`src/rtl/fs_nand_serial.sv`:
```
`default_nettype none
// ============================================================================
// Module   : fs_nand_serial
// Function : Bit-serial a - b - bin, LSB first, using a NAND-only full-subtractor
//            cell and a borrow flip-flop.
// Revision : 1.0
// ============================================================================
module fs_nand_serial #(
  parameter int WIDTH = 8
) (
  input  logic             clk,
  input  logic             rst,
  input  logic             start,
  input  logic [WIDTH-1:0] a,
  input  logic [WIDTH-1:0] b,
  input  logic             bin,
  output logic             busy,
  output logic             done,
  output logic [WIDTH-1:0] diff,
  output logic             bout,
  output logic             ovf
);

  localparam int CW = (WIDTH > 1) ? $clog2(WIDTH) : 1;
  localparam logic [CW-1:0] C_LAST = CW'(WIDTH - 1);

  typedef enum logic [1:0] {
    S_IDLE = 2'd0,
    S_RUN  = 2'd1,
    S_DONE = 2'd2
  } state_t;

  state_t           state_q, state_d;
  logic [WIDTH-1:0] a_sh_q, b_sh_q;
  logic [WIDTH-2:0] res_q;
  logic [CW-1:0]    cnt_q;
  logic             br_q;
  logic             a_msb_q, b_msb_q;
  logic [WIDTH-1:0] diff_q;
  logic             bout_q, ovf_q;

  // Full-subtractor cell, 2-input NANDs only
  logic w_x0, w_na, w_nb, w_axb;
  logic w_y0, w_ya, w_yb, w_d;
  logic w_inv_a, w_t1, w_inv_x, w_t2, w_bo;
  logic [WIDTH-1:0] w_res;

  assign w_x0    = ~(a_sh_q[0] & b_sh_q[0]);
  assign w_na    = ~(a_sh_q[0] & w_x0);
  assign w_nb    = ~(b_sh_q[0] & w_x0);
  assign w_axb   = ~(w_na & w_nb);
  assign w_y0    = ~(w_axb & br_q);
  assign w_ya    = ~(w_axb & w_y0);
  assign w_yb    = ~(br_q & w_y0);
  assign w_d     = ~(w_ya & w_yb);
  assign w_inv_a = ~(a_sh_q[0] & a_sh_q[0]);
  assign w_t1    = ~(w_inv_a & b_sh_q[0]);
  assign w_inv_x = ~(w_axb & w_axb);
  assign w_t2    = ~(w_inv_x & br_q);
  assign w_bo    = ~(w_t1 & w_t2);

  assign w_res = {w_d, res_q};

  always_comb begin
    state_d = state_q;
    busy    = 1'b0;
    done    = 1'b0;
    case (state_q)
      S_IDLE: if (start) state_d = S_RUN;
      S_RUN: begin
        busy = 1'b1;
        if (cnt_q == C_LAST) state_d = S_DONE;
      end
      S_DONE: begin
        done    = 1'b1;
        state_d = S_IDLE;
      end
      default: state_d = S_IDLE;
    endcase
  end

  always_ff @(posedge clk) begin
    if (rst) begin
      state_q <= S_IDLE;
      a_sh_q  <= '0;
      b_sh_q  <= '0;
      res_q   <= '0;
      cnt_q   <= '0;
      br_q    <= 1'b0;
      a_msb_q <= 1'b0;
      b_msb_q <= 1'b0;
      diff_q  <= '0;
      bout_q  <= 1'b0;
      ovf_q   <= 1'b0;
    end else begin
      state_q <= state_d;
      case (state_q)
        S_IDLE: if (start) begin
          a_sh_q  <= a;
          b_sh_q  <= b;
          br_q    <= bin;
          cnt_q   <= '0;
          a_msb_q <= a[WIDTH-1];
          b_msb_q <= b[WIDTH-1];
        end
        S_RUN: begin
          a_sh_q <= a_sh_q >> 1;
          b_sh_q <= b_sh_q >> 1;
          br_q   <= w_bo;
          res_q  <= w_res[WIDTH-1:1];
          cnt_q  <= cnt_q + 1'b1;
          // Results are published only when the MSB cell completes
          if (cnt_q == C_LAST) begin
            diff_q <= w_res;
            bout_q <= w_bo;
            ovf_q  <= (a_msb_q ^ b_msb_q) & (w_d ^ a_msb_q);
          end
        end
        default: ;
      endcase
    end
  end

  assign diff = diff_q;
  assign bout = bout_q;
  assign ovf  = ovf_q;

endmodule
`default_nettype wire
```
`config.mk`:
```
export PLATFORM = sky130hd
export DESIGN_NAME = fs_nand_serial
export DESIGN_NICKNAME = d
export VERILOG_FILES = /design/src/rtl/fs_nand_serial.sv
export SDC_FILE = /design/constraint.sdc
export NUM_CORES = 1
export LEC_CHECK = 0
export CORE_MARGIN = 5
export CORE_UTILIZATION = 55
export CTS_BUF_LIST = sky130_fd_sc_hd__clkbuf_16
export DETAILED_ROUTE_END_ITERATION = 8
export PLACE_DENSITY_LB_ADDON = 0.05
export SETUP_SLACK_MARGIN = 0.05
export SLEW_MARGIN = 20
export SYNTH_ARGS = -nofsm -noshare
export SYNTH_HDL_FRONTEND = slang
export SYNTH_SLANG_ARGS = --single-unit
```
`constraint.sdc`:
```
create_clock -name clk -period 3.4 [get_ports clk]
set_input_delay 0.68 -clock clk [delete_from_list [all_inputs] [get_ports clk]]
set_output_delay 0.68 -clock clk [all_outputs]
set_load 0.02 [all_outputs]
```
==> results by group, run 1 <==
Floorplanning
  • Starting density of the core: 57.7%
  • Num ports: 32
  • Chip width: 66.6 µm
  • Die footprint: 4430 µm²
  • Die H: 66.6 µm
  • Site Rows: 20
  • CORE AREA: 3050 µm²

Route
  • DRT iter0 DRCs: 72
  • Vias per cell: 5.24
  • Final wirelength: 3310 µm
  • Post-route ant nets: 0
  • Wire per inst: 13.0 µm
  • Via Count: 1336
  • Drt drc: 0
  • Drt pass-1 iters: 3

Timing
  • Worst slew pin tran: 0.653 ns
  • Final WS setup: 0.916 ns
  • Setup_tns: 0 ns
  • Peak Freq: 403 MHz
  • Final worst-path cycle share: 73.1%
  • Slew Limit Headroom: 56.5%
  • Finish-stage setup viols: 0
  • Endpoints failing hold: 0
  • Hold WS: 0.455 ns
  • Fin crit period: 2.48 ns
  • Unrepaired setup endpoints after global routing: no
  • Final Skew: 0.0101 ns
  • Slew Limit Fails: 0

Place
  • Post-place setup slack: 1.12 ns
  • Final GP Congestion: 0.733
  • Post-DP HPWL: 2340 µm
  • I/O Buffers: 31

Synthesis
  • Multiplexer share of the synthesized area: 9.67%
  • Simple-gate share of the synthesized area: 15.9%
  • Netlist cell types: 27
  • Syn_nets: 206
  • Area share of fa/ha/maj cells after synthesis: 2.56%
  • Post-synth EDFFs: 0
  • Largest family of logic cells by synthesized area: compound AO/OA/AOI/OAI gates
  • #FFs+latches synth: 41
  • Most frequent cells after synthesis: 41 x dfxtp_1, 31 x nand2_1, 25 x nor2_1, 17 x a21oi_1, 17 x mux2i_1
  • Post-Syn Instances: 183
  • Register area share after synthesis: 46.6%
  • Leading cell type by number of instances after synthesis: dfxtp_1
  • Warnings, synthesis: 0
  • XOR/XNOR Fraction of Synth Area: 0%
  • Predominant post-synthesis flop cell: dfxtp_1
  • Ranking of synthesized cells by area: dfxtp_1 47%, mux2i_1 9.7%, a211oi_2 7.1%, nand2_1 6.6%, nor2_1 5.3%
  • Compound-Gate Fraction of Synth Area: 18.1%
  • Ys async rst share: 0%
  • Post-Syn Area per Cell: 9.62 µm²
  • Synth Cell Area: 1760 µm²
  • Synth top area share: 46.6%
  • Synth area leader: dfxtp_1

GRT
  • Largest net degree at the start of global routing: 42
  • First-pass GRT wire length: 5800 µm
  • Initial antenna violation count: 0
  • GRT Overall Usage: 17.2%
  • Final global-route overflow total: 0
  • Number of global-route vias before repair: 1357

Clocking
  • Reg clk slew, reported paths: 0.06 ns
  • CTS root buffer: clkbuf_16
  • Max Buffers Root-to-Sink: 2
  • CTS tree: done
  • Cts bufs inserted: 5
  • Hold_buf cts: 0
  • H-Tree Depth: 2
  • CTS resizes: 0
  • Post-CTS Setup Inserts: 0
  • Worst skew pair latency: 0.29 ns
  • CTS Sinks: 41

Flow run
  • Max_cap viols: 0

Worst setup path
  • Arrival @ worst endpoint: 1.80 ns
  • Req. time, crit path: 2.72 ns
  • Startpoint Class: flop
  • Max FO, Critical Path: 11
  • Critical path capture point type: output pin
  • Setup CP Type: reg -> out

Pwr
  • Peak supply drop: 0.381 mV
  • Total power divided by cell area: 532 nW/µm²
  • Leakage: 0.000810 µW

Layout
  • FILL cells: 245
  • Nets: 233
  • Layout cells sized above 1: 12.8%
  • Antenna fix cells: 0
  • Area Growth Syn to Fin: 25.0%

Min path
  • HP Class: reg -> reg

Status
  • Status: finished, final reports clean
## metrics by stage
stage | instance area [µm²] | std cells | utilization (%) | power [µW]
after floorplan | 1760 | 183 | - | 618
after global placement | 2030 | 247 | 66.5 | 643
after detailed placement | 2030 | 247 | 66.5 | 649
after CTS | 2200 | 255 | 72.1 | 1180
after global routing | 2200 | 255 | 72.1 | 1220
final | 2200 | 255 | 72.1 | 1170
## final cells by class
cell class | count | area [µm²] | share of cell area, %
Tap cell | 44 | 55.1 | 2.50
Inverter | 4 | 15.0 | 0.682
Clock inverter | 3 | 46.3 | 2.10
Timing Repair Buffer | 33 | 325 | 14.8
Sequential cell | 41 | 821 | 37.3
Clock buffer | 5 | 125 | 5.69
Multi-Input combinational cell | 125 | 813 | 37.0
## worst max-delay path, cell delays in order, from the launching register on
cell and delay, ns:
dfxtp_1 0.37, nand2b_1 0.29, inv_2 0.22, clkdlybuf4s50_1 0.64
## kinds of logic (layout without fill, tap and decap cells)
group / Yosys count / after routing
AND/OR/NAND/NOR: 64 / 64
multiplexers: 17 / 17
AO/OA/AOI/OAI: 41 / 41
adder cells (fa/ha/maj): 3 / 3
flip-flops: 41 / 41
buffers and inverters: 17 / 45
## registers in the layout, indices dropped and copies added (netlist names)
| signal | count |
|---|---|
| a_msb_q | 1 |
| state_q | 2 |
| bout | 1 |
| b_msb_q | 1 |
| diff | 8 |
| cnt_q | 3 |
| a_sh_q | 8 |
| b_sh_q | 8 |
| br_q | 1 |
| ovf | 1 |
| res_q | 7 |
## per-layer routing
layer	global-route usage, %	part of all wire, %
met5	0	0
met4	4.57	1.1
met2	30.7	50
met1	18.9	44
met3	6.58	4.7
## final timing paths
| kind | depth (start not counted) | startpoint | slack [ns] | to |
|---|---|---|---|---|
| max | 3 | state_q[1] | 0.92 | busy |
| min | 2 | diff[4] | 0.45 | diff[4] |
| max reg2reg | 4 | state_q[0] | 1.67 | b_sh_q[6] |
| min reg2reg | 2 | diff[4] | 0.45 | diff[4] |
## placed cells by master, fill, tap and decap left out, types with 4 or more instances in the layout
cell type,n
a211oi_1,8
a211oi_2,10
a21oi_1,17
a22oi_1,4
clkbuf_16,5
clkdlybuf4s50_1,31
dfxtp_1,41
mux2i_1,17
nand2_1,31
nor2_1,25
## power breakdown
group | switching, µW | total [µW] | internal (µW) | leakage [µW]
Sequential | 12.8 | 516 | 503 | 0.000335
Combinational | 63.3 | 123 | 59.7 | 0.000395
Clock | 185 | 532 | 347 | 0.0000800
Total | 261 | 1170 | 910 | 0.000810
No activity file was read; power rests on OpenSTA's default activity.
==> run 2: changes to the inputs <==
--- a/config.mk
+++ b/config.mk
@@ -6,7 +6,7 @@
 export NUM_CORES = 1
 export LEC_CHECK = 0
 export CORE_MARGIN = 5
-export CORE_UTILIZATION = 55
+export CORE_UTILIZATION = 51
 export CTS_BUF_LIST = sky130_fd_sc_hd__clkbuf_16
 export DETAILED_ROUTE_END_ITERATION = 8
 export PLACE_DENSITY_LB_ADDON = 0.05
==> constraint.sdc (replaced) <==
create_clock -name clk -period 2.5 [get_ports clk]
set_input_delay 0.5 -clock clk [delete_from_list [all_inputs] [get_ports clk]]
set_output_delay 0.5 -clock clk [all_outputs]
set_load 0.02 [all_outputs]
==> results by group, run 2 (synthesis gave the netlist of run 1 again) <==
Status
  • Status: finished, final reports clean (unchanged)

Route
  • DRT iter0 DRCs: 85 (was 72)
  • Final wirelength: 3140 µm (was 3310 µm)
  • Via Count: 1333 (was 1336)
  • Vias per cell: 5.21 (was 5.24)
  • Drt pass-1 iters: 4 (was 3)
  • Post-route ant nets: 0 (unchanged)
  • Wire per inst: 12.3 µm (was 13.0 µm)
  • Drt drc: 0 (unchanged)

Place
  • I/O Buffers: 31 (unchanged)
  • Placed cells: 249 (was 247)
  • Post-DP HPWL: 2190 µm (was 2340 µm)
  • Dpl cell area: 2030 µm² (about the same)
  • Final GP Congestion: 0.741 (was 0.733)

Layout
  • Fin util: 65.0% (was 72.1%)
  • Antenna fix cells: 0 (unchanged)
  • Most common cell after layout, fill and taps aside: dfxtp_1 (unchanged)
  • Nets: 233 (unchanged)
  • Most frequent cells in the layout: 41 x dfxtp_1, 31 x nand2_1, 31 x clkdlybuf4s50_1 (unchanged)
  • Area Growth Syn to Fin: 23.2% (was 25.0%)
  • Non-Filler Instances: 256 (was 255)
  • FILL cells: 304 (was 245)
  • Cell area after layout: 2170 µm² (was 2200 µm²)
  • Layout cells sized above 1: 11.9% (was 12.8%)

Clocking
  • CTS tree: done (unchanged)
  • CTS root buffer: clkbuf_16 (unchanged)
  • Hold_buf cts: 0 (unchanged)
  • Max Buffers Root-to-Sink: 2 (unchanged)
  • CTS Sinks: 41 (unchanged)
  • CTS resizes: 0 (unchanged)
  • Worst skew pair latency: 0.28 ns (was 0.29 ns)
  • Reg clk slew, reported paths: 0.06 ns (about the same)
  • H-Tree Depth: 2 (unchanged)
  • Post-CTS Setup Inserts: 0 (unchanged)
  • Cts bufs inserted: 5 (unchanged)

Floorplanning
  • Chip width: 68.8 µm (was 66.6 µm)
  • Starting density of the core: 52.8% (was 57.7%)
  • Num ports: 32 (unchanged)
  • CORE AREA: 3340 µm² (was 3050 µm²)
  • Die footprint: 4730 µm² (was 4430 µm²)
  • Site Rows: 21 (was 20)
  • Die H: 68.8 µm (was 66.6 µm)

Worst setup path
  • WP buf/inv: 2 (unchanged)
  • Cell family with most CP delay: buffers and inverters (unchanged)
  • Slowest CP cell: clkdlybuf4s50_1 (unchanged)
  • Max FO, Critical Path: 11 (unchanged)
  • Critical path capture point type: output pin (unchanged)
  • Crit-path cells: nand2b_1, inv_2, clkdlybuf4s50_1 (unchanged)
  • Setup CP Type: reg -> out (unchanged)
  • Startpoint Class: flop (unchanged)
  • Max incr delay on CP: 0.63 ns (was 0.64 ns)
  • Arrival @ worst endpoint: 1.81 ns (was 1.80 ns)
  • Req. time, crit path: 2.00 ns (was 2.72 ns)

GRT
  • GRT Overall Usage: 15.7% (was 17.2%)
  • Largest net degree at the start of global routing: 42 (unchanged)
  • Final global-route overflow total: 0 (unchanged)
  • First-pass GRT wire length: 5420 µm (was 5800 µm)
  • M3 GR Usage: 5.67% (was 6.58%)
  • Number of global-route vias before repair: 1264 (was 1357)
  • Met2 usage: 26.3% (was 30.7%)
  • Met1 Use GR: 17.7% (was 18.9%)
  • Gr busiest metal: met2 (unchanged)
  • Initial antenna violation count: 0 (unchanged)

Timing
  • Endpoints failing hold: 0 (unchanged)
  • Worst slew pin tran: 0.655 ns (was 0.653 ns)
  • Slew Limit Headroom: 56.3% (was 56.5%)
  • Peak Freq: 432 MHz
  • Slew Limit Fails: 0 (unchanged)
  • Unrepaired setup endpoints after global routing: no (unchanged)
  • Finish-stage setup viols: 0 (unchanged)
  • Final worst-path cycle share: 92.5%
  • Fin crit period: 2.31 ns
  • Final Skew: 0.00419 ns (was 0.0101 ns)
  • Setup_tns: 0 ns (unchanged)

Pwr
  • Sequential power share: 48.2% (was 44.1%)
  • Switching share of power: 22.7% (was 22.3%)
  • Comb power frac: 11.3% (was 10.5%)
  • Internal: 1130 µW (was 910 µW)
  • Leakage: 0.000794 µW (was 0.000810 µW)
  • Total power divided by cell area: 672 nW/µm² (was 532 nW/µm²)
  • NetSw: 331 µW (was 261 µW)
  • Peak supply drop: 0.563 mV (was 0.381 mV)
  • Clock Power Share: 40.5% (was 45.4%)

Flow run
  • Max_cap viols: 0 (unchanged)

Min path
  • HP Class: reg -> reg (unchanged)
run 2: power groups by stage:
| stage | logic, µW | clock network (µW) | registers (µW) |
|---|---|---|---|
| global placement | 162 | 0 | 714 |
| detailed placement | 166 | 0 | 716 |
| CTS | 167 | 610 | 702 |
| global route | 183 | 638 | 707 |
| floorplan | 128 | 0 | 713 |
| finish | 164 | 590 | 702 |
run 2: cell type report:
cell class / instances / area [µm²] / area share [%]
Sequential cell: 41 / 821 / 37.9
Multi-Input combinational cell: 125 / 813 / 37.5
Timing Repair Buffer: 33 / 325 / 15.0
Clock buffer: 5 / 125 / 5.77
Tap cell: 46 / 57.6 / 2.65
Inverter: 4 / 15.0 / 0.692
Clock inverter: 2 / 11.3 / 0.519
run 2: worst paths after layout:
kind	cells after the start	end	slack, ns	startpoint
worst min register to register	2	diff[7]	0.45	diff[7]
worst min-delay path	2	diff[7]	0.45	diff[7]
worst max register to register	4	b_sh_q[6]	0.80	state_q[0]
worst max-delay path	3	busy	0.19	state_q[1]
run 2: routing by layer:
layer | wire (µm) | up-vias
met3 | 163 | 6
met5 | 0 | -
li1 | - | 683
met2 | 1520 | 28
met1 | 1410 | 616
met4 | 49 | 0
run 2: metrics by stage:
stage	hold WS [ns]	power [µW]	setup WS [ns]
floorplan	0.432	841	1.04
global placement	0.444	876	0.493
detailed placement	0.448	882	0.440
CTS	0.456	1480	0.172
global route	0.472	1530	0.0525
finish	0.451	1460	0.187
run 2: worst min-delay path: stages, from the launching register on:
cell and delay, ns:
dfxtp_1 0.31, nand2_1 0.05, a21oi_1 0.05
==> run 3: changes to the inputs <==
--- a/config.mk
+++ b/config.mk
@@ -9,6 +9,7 @@
 export CORE_UTILIZATION = 51
 export CTS_BUF_LIST = sky130_fd_sc_hd__clkbuf_16
 export DETAILED_ROUTE_END_ITERATION = 8
+export GPL_ROUTABILITY_DRIVEN = 1
 export PLACE_DENSITY_LB_ADDON = 0.05
 export SETUP_SLACK_MARGIN = 0.05
 export SLEW_MARGIN = 20
==> results of run 3 <==
No change in the layout: final DEF, timing and power equal those of run 2.
